File: src/rtl/score_arb_pkg.sv
// Shared types and defaults for the score write arbiter.
// Holds the arbiter state encoding, default parameter values and the hit popcount helper.
package score_arb_pkg;

  typedef enum logic {
    READY   = 1'b0,
    CONSUME = 1'b1
  } arb_state_t;

  localparam int         N_REQ_DEF        = 4;
  localparam int         PEND_W_DEF       = 8;
  localparam logic [4:0] SCORE_REG_DEF    = 5'd30;
  localparam int         STARVE_LIMIT_DEF = 7;

  // Number of set bits among the lowest n bits of v (n <= 32).
  function automatic logic [5:0] popcount(input logic [31:0] v, input int n);
    logic [5:0] c;
    c = '0;
    for (int i = 0; i < 32; i++) begin
      if ((i < n) && v[i]) c = c + 6'd1;
    end
    return c;
  endfunction

endpackage

File: src/rtl/score_accum.sv
// Saturating accumulator of hit pulses.
// A take empties the current pending value in the same cycle that new hits are added,
// so hits arriving on a take cycle land in the fresh total. Overflow is sticky until reset.
module score_accum import score_arb_pkg::*; #(
  parameter int N_REQ  = N_REQ_DEF,
  parameter int PEND_W = PEND_W_DEF
) (
  input  logic              i_clk,
  input  logic              i_reset,
  input  logic [N_REQ-1:0]  i_hit,
  input  logic              i_take,
  output logic [PEND_W-1:0] o_pending,
  output logic              o_overflow
);

  localparam int SUM_W = PEND_W + 7;
  localparam logic [SUM_W-1:0] MAX_VAL = {{(SUM_W-PEND_W){1'b0}}, {PEND_W{1'b1}}};

  logic [PEND_W-1:0] r_pending;
  logic              r_overflow;
  logic [31:0]       w_hit_ext;
  logic [5:0]        w_cnt;
  logic [SUM_W-1:0]  w_base;
  logic [SUM_W-1:0]  w_sum;
  logic              w_clip;

  // Next total: what is left after an optional take, plus this cycle's hits.
  always_comb begin
    w_hit_ext              = '0;
    w_hit_ext[N_REQ-1:0]   = i_hit;
    w_cnt                  = popcount(w_hit_ext, N_REQ);
    w_base                 = i_take ? '0 : {{(SUM_W-PEND_W){1'b0}}, r_pending};
    w_sum                  = w_base + {{(SUM_W-6){1'b0}}, w_cnt};
    w_clip                 = (w_sum > MAX_VAL);
  end

  // Register the clipped total and latch overflow whenever hits had to be dropped.
  always_ff @(posedge i_clk) begin
    if (!i_reset) begin
      r_pending  <= '0;
      r_overflow <= 1'b0;
    end else begin
      r_pending <= w_clip ? {PEND_W{1'b1}} : w_sum[PEND_W-1:0];
      if (w_clip) r_overflow <= 1'b1;
    end
  end

  assign o_pending  = r_pending;
  assign o_overflow = r_overflow;

endmodule

File: src/rtl/score_write_arbiter.sv
// Regfile write-port arbiter between the CPU and accumulated game hits.
// Injects the pending delta into SCORE_REG on CPU-idle cycles, or steals a slot by
// stalling the CPU once it has blocked delivery for STARVE_LIMIT cycles, then waits
// for the CPU to write SCORE_REG (consume) before offering another delta.
// Optional build macro: SCORE_ARB_STATS_EN adds grant/steal counters.
module score_write_arbiter import score_arb_pkg::*; #(
  parameter int         N_REQ        = N_REQ_DEF,
  parameter int         PEND_W       = PEND_W_DEF,
  parameter logic [4:0] SCORE_REG    = SCORE_REG_DEF,
  parameter int         STARVE_LIMIT = STARVE_LIMIT_DEF
) (
  input  logic              i_clk,
  input  logic              i_reset,
  input  logic [N_REQ-1:0]  i_hit,
  input  logic              i_cpu_we,
  input  logic [4:0]        i_cpu_rd,
  input  logic [31:0]       i_cpu_wdata,
  output logic              o_rf_we,
  output logic [4:0]        o_rf_rd,
  output logic [31:0]       o_rf_wdata,
  output logic              o_cpu_stall,
  output logic [PEND_W-1:0] o_pending,
  output logic              o_busy,
`ifdef SCORE_ARB_STATS_EN
  output logic [15:0]       o_grant_cnt,
  output logic [15:0]       o_steal_cnt,
`endif
  output logic              o_overflow
);

  localparam int STARVE_W = $clog2(STARVE_LIMIT + 1);
  localparam logic [STARVE_W-1:0] STARVE_MAX = STARVE_W'(STARVE_LIMIT);

  arb_state_t          r_state;
  arb_state_t          w_state_next;
  logic [STARVE_W-1:0] r_starve;
  logic [STARVE_W-1:0] w_starve_next;
  logic                w_grant;
  logic [PEND_W-1:0]   w_pending;
  logic                w_overflow;

  score_accum #(
    .N_REQ  (N_REQ),
    .PEND_W (PEND_W)
  ) u_accum (
    .i_clk      (i_clk),
    .i_reset    (i_reset),
    .i_hit      (i_hit),
    .i_take     (w_grant),
    .o_pending  (w_pending),
    .o_overflow (w_overflow)
  );

  // Grant when a delta is waiting and either the CPU is idle or it has starved us long enough.
  always_comb begin
    w_grant = i_reset && (r_state == READY) && (w_pending != '0) &&
              (!i_cpu_we || (r_starve == STARVE_MAX));
  end

  // Write-port mux: injected delta on grant, otherwise zero-latency CPU pass-through.
  always_comb begin
    o_rf_we     = i_cpu_we;
    o_rf_rd     = i_cpu_rd;
    o_rf_wdata  = i_cpu_wdata;
    o_cpu_stall = 1'b0;
    if (w_grant) begin
      o_rf_we     = 1'b1;
      o_rf_rd     = SCORE_REG;
      o_rf_wdata  = {{(32-PEND_W){1'b0}}, w_pending};
      o_cpu_stall = i_cpu_we;
    end
  end

  // Next state: hold the written delta until the CPU writes SCORE_REG back.
  always_comb begin
    w_state_next = r_state;
    case (r_state)
      READY:   if (w_grant) w_state_next = CONSUME;
      CONSUME: if (i_cpu_we && (i_cpu_rd == SCORE_REG)) w_state_next = READY;
      default: w_state_next = READY;
    endcase
  end

  // Starvation counter: counts blocked READY cycles, saturating at the steal threshold.
  always_comb begin
    w_starve_next = r_starve;
    if (w_grant || (w_pending == '0)) begin
      w_starve_next = '0;
    end else if ((r_state == READY) && i_cpu_we && (r_starve != STARVE_MAX)) begin
      w_starve_next = r_starve + STARVE_W'(1);
    end
  end

  // State and starvation registers.
  always_ff @(posedge i_clk) begin
    if (!i_reset) begin
      r_state  <= READY;
      r_starve <= '0;
    end else begin
      r_state  <= w_state_next;
      r_starve <= w_starve_next;
    end
  end

`ifdef SCORE_ARB_STATS_EN
  logic [15:0] r_grant_cnt;
  logic [15:0] r_steal_cnt;

  // Wrapping counters of all grants and of grants that stalled the CPU.
  always_ff @(posedge i_clk) begin
    if (!i_reset) begin
      r_grant_cnt <= '0;
      r_steal_cnt <= '0;
    end else if (w_grant) begin
      r_grant_cnt <= r_grant_cnt + 16'd1;
      if (i_cpu_we) r_steal_cnt <= r_steal_cnt + 16'd1;
    end
  end

  assign o_grant_cnt = r_grant_cnt;
  assign o_steal_cnt = r_steal_cnt;
`endif

  assign o_pending  = w_pending;
  assign o_overflow = w_overflow;
  assign o_busy     = (r_state == CONSUME);

endmodule
File: config.mk
export PLATFORM = sky130hd
export DESIGN_NAME = score_write_arbiter
export DESIGN_NICKNAME = d
export VERILOG_FILES = /design/src/rtl/score_arb_pkg.sv /design/src/rtl/score_accum.sv /design/src/rtl/score_write_arbiter.sv
export SDC_FILE = /design/constraint.sdc
export NUM_CORES = 1
export LEC_CHECK = 0
export BUFFER_PORTS_ARGS = -buffer_cell sky130_fd_sc_hd__clkbuf_2
export CAP_MARGIN = 20
export CORE_UTILIZATION = 44
export CTS_BUF_LIST = sky130_fd_sc_hd__clkbuf_4 sky130_fd_sc_hd__clkbuf_8
export DETAILED_ROUTE_END_ITERATION = 12
export PLACE_DENSITY = 0.91
export SKIP_LAST_GASP = 1
export SYNTH_ARGS = -nofsm -noshare
export SYNTH_HDL_FRONTEND = slang
export SYNTH_SLANG_ARGS = --single-unit
File: constraint.sdc
create_clock -name i_clk -period 3.87 [get_ports i_clk]
set_input_delay 0.387 -clock i_clk [delete_from_list [all_inputs] [get_ports i_clk]]
set_output_delay 0.387 -clock i_clk [all_outputs]
set_load 0.01 [all_outputs]
==> out/results.txt <==
Drt pass-1 iters = 4
Delay-heaviest family, CP = adder cells
Worst Tran Pin Value = 501 ps
Core area = 2540 um^2
Yosys reg bits = 13
Clk buf depth = 2
Crit path required time = 4050 ps
Grt ovf = 0
IO Port Bufs = 92
Die extent in x = 54.4 um
CP max FO = 3
Area leader, netlist = dfxtp_1
Max-slew violations = 0
Synthesis-to-layout area growth = 41.0%
Synth top area share = 21.5%
Synthesized Nets = 192
Leak = 0.937 nW
Ys flop type = dfxtp_1
Kind of critical path = primary input to flip-flop
Num rows = 18
Most frequent cells in the layout = clkbuf_2 (92), nor2b_1 (26), dfxtp_1 (13), ha_1 (10), mux2_4 (8)
Net count, final = 284
# DRC = 0
DR vias = 1311
Crit path top cell by count = ha_1
Crit path largest cell delay = 310 ps
Synth top area cells = dfxtp_1 (22%), nor2b_1 (13%), ha_1 (10%)
Status = finished clean
Largest net degree at the start of global routing = 39
Setup TNS = 0 ps
Max-Cap Viols = 0
Clk Latency, worst-skew pair = 280 ps
Fill count = 224
Post-Syn Area = 1210 um^2
Clock transition at the registers of the reported paths = 80 ps
Crit path time final = 2680 ps
Routability cong. = 0.788
Vert. Die Dim = 54.4 um
Ys Warns = 0
Setup Fix Bufs, Post-CTS = 0
# IOs = 93
Layout cells sized above 1 = 48.2%
Pwr per Cell Area = 351 nW/um^2
Final hold vios = 0
Initial antenna violation count = 0
Synth cell types = 42
Share of the yosys chip area belonging to registers = 21.5%
Setup ws final = 1190 ps
Hold_buf cts = 0
Number of global-route vias before repair = 1115
Critical path cell sequence = clkbuf_2, inv_1, ha_1, xor2_1, ha_1, mux2_2, ha_1, a211oi_1, o21bai_1, nor4bb_1, a211o_1
First-pass GRT wire length = 4560 um
Final Instance Area = 1710 um^2
Ys async rst share = 0%
Critical Path Source Type = primary input
Buffers and inverters on the worst path = 2
Finished Layout Cells = 258
Die area = 2960 um^2
Placed Cells = 254
Post-synth EDFFs = 0
Crit path arrival time = 2860 ps
# setup viols final = 0
Post-DP HPWL = 2650 um
CP max stage cell = ha_1
Cells after Synth = 137
Most common cell after layout, fill and taps aside = clkbuf_2
Avg Inst Size Synth = 8.83 um^2
CTS Buf Count = 3
Worst Hold Class = primary input to flip-flop
Setup Skew = 3.60 ps
GRT Util Overall = 21.5%
Level count of the clock H-tree = 1
Vias per cell = 5.08
CTS tree = done
DR iter-0 viols = 18
Number of diodes = 0
Maximum vdd drop = 0.221 mV
Routed WL = 3210 um
Placement Setup Slack = 930 ps
Fmax = 373 MHz
Post-CTS sizing = 0
Number of routed nets with antenna violations = 0
Root Buffer = clkbuf_4
RSZ-0062 raised after global routing = no
Drt wl/cell = 12.4 um
Initial Utilization = 47.5%
# clock sinks = 13
Critical Path Sink Type = flip-flop
Period utilization = 69.2%
Headroom to the max-slew limit = 66.4%
Placed instance area = 1680 um^2
-- where the power goes --
| group | internal [W] | switching [W] |
|---|---|---|
| clock | 0.0000471 | 0.0000443 |
| combinational | 0.000160 | 0.000175 |
| sequential | 0.000151 | 0.0000212 |
| total | 0.000357 | 0.000241 |
-- final timing paths --
| check | startpoint | endpoint | slack, ps | depth (start not counted) |
|---|---|---|---|---|
| hold / removal | i_cpu_rd[0] | o_busy | 430 | 3 |
| setup / recovery | i_hit[0] | u_accum.o_pending[5] | 1190 | 11 |
| setup reg to reg | r_starve[0] | u_accum.o_pending[5] | 1260 | 11 |
| hold reg to reg | u_accum.o_overflow | u_accum.o_overflow | 470 | 1 |
-- cells by family after synthesis --
kind of cell,share of synthesized area (%)
AOI/OAI and AO/OA,13.7
xor gates and xnor gates,3.62
adders and majority gates,12.0
buffers and inverters,4.86
DFF,21.5
muxes,12.5
other,0.310
and+or+nand+nor,31.5
-- synth_stat cells (3+ instances only) --
cell type  count
nor2b_1       26
dfxtp_1       13
ha_1          10
mux2_4         8
and2_1         7
o21a_1         6
inv_1          5
a211oi_1       4
nor2_1         4
nor3_1         4
xor2_1         4
a21oi_1        3
nand2b_1       3
or2_1          3
-- worst reg2reg max path, cell delays in order (launching register included) --
cell and delay (ps):
dfxtp_1 350, ha_1 160, ha_1 150, nand2b_1 130
nand2b_1 170, and2_1 220, ha_1 220, fa_1 410
nand3_1 100, nand2_1 60, and3_1 240, a211o_1 300
-- cell type report --
type / count / area, um^2 / area share (%)
sequential: 13 / 260 / 15.3
tap: 30 / 37.5 / 2.20
clock buffer: 4 / 30.0 / 1.76
timing repair buffer: 93 / 468 / 27.4
inverter: 5 / 18.8 / 1.10
multi-input combinational: 113 / 891 / 52.2
-- layer usage --
layer	part of all wire [%]	GRT usage (%)	wire length, um
met1	41	22.7	1330
met2	50	39.8	1610
met3	7.1	6.11	227
met4	1.3	7.69	42
met5	0	0	0
-- metrics by stage --
| step | hold WS (ps) | utilization [%] | total power, W |
|---|---|---|---|
| after floorplan | 502 | - | 0.000394 |
| after global placement | 465 | 65.8 | 0.000504 |
| after detailed placement | 455 | 65.8 | 0.000510 |
| after CTS | 430 | 67.0 | 0.000601 |
| after global routing | 456 | 67.0 | 0.000654 |
| final | 434 | 67.0 | 0.000598 |
-- state kept, by name (all words and copies together) (netlist names) --
register / count
u_accum.o_overflow: 1
r_starve: 3
u_accum.o_pending: 8
o_busy: 1
(Power assumes the default switching activity.)
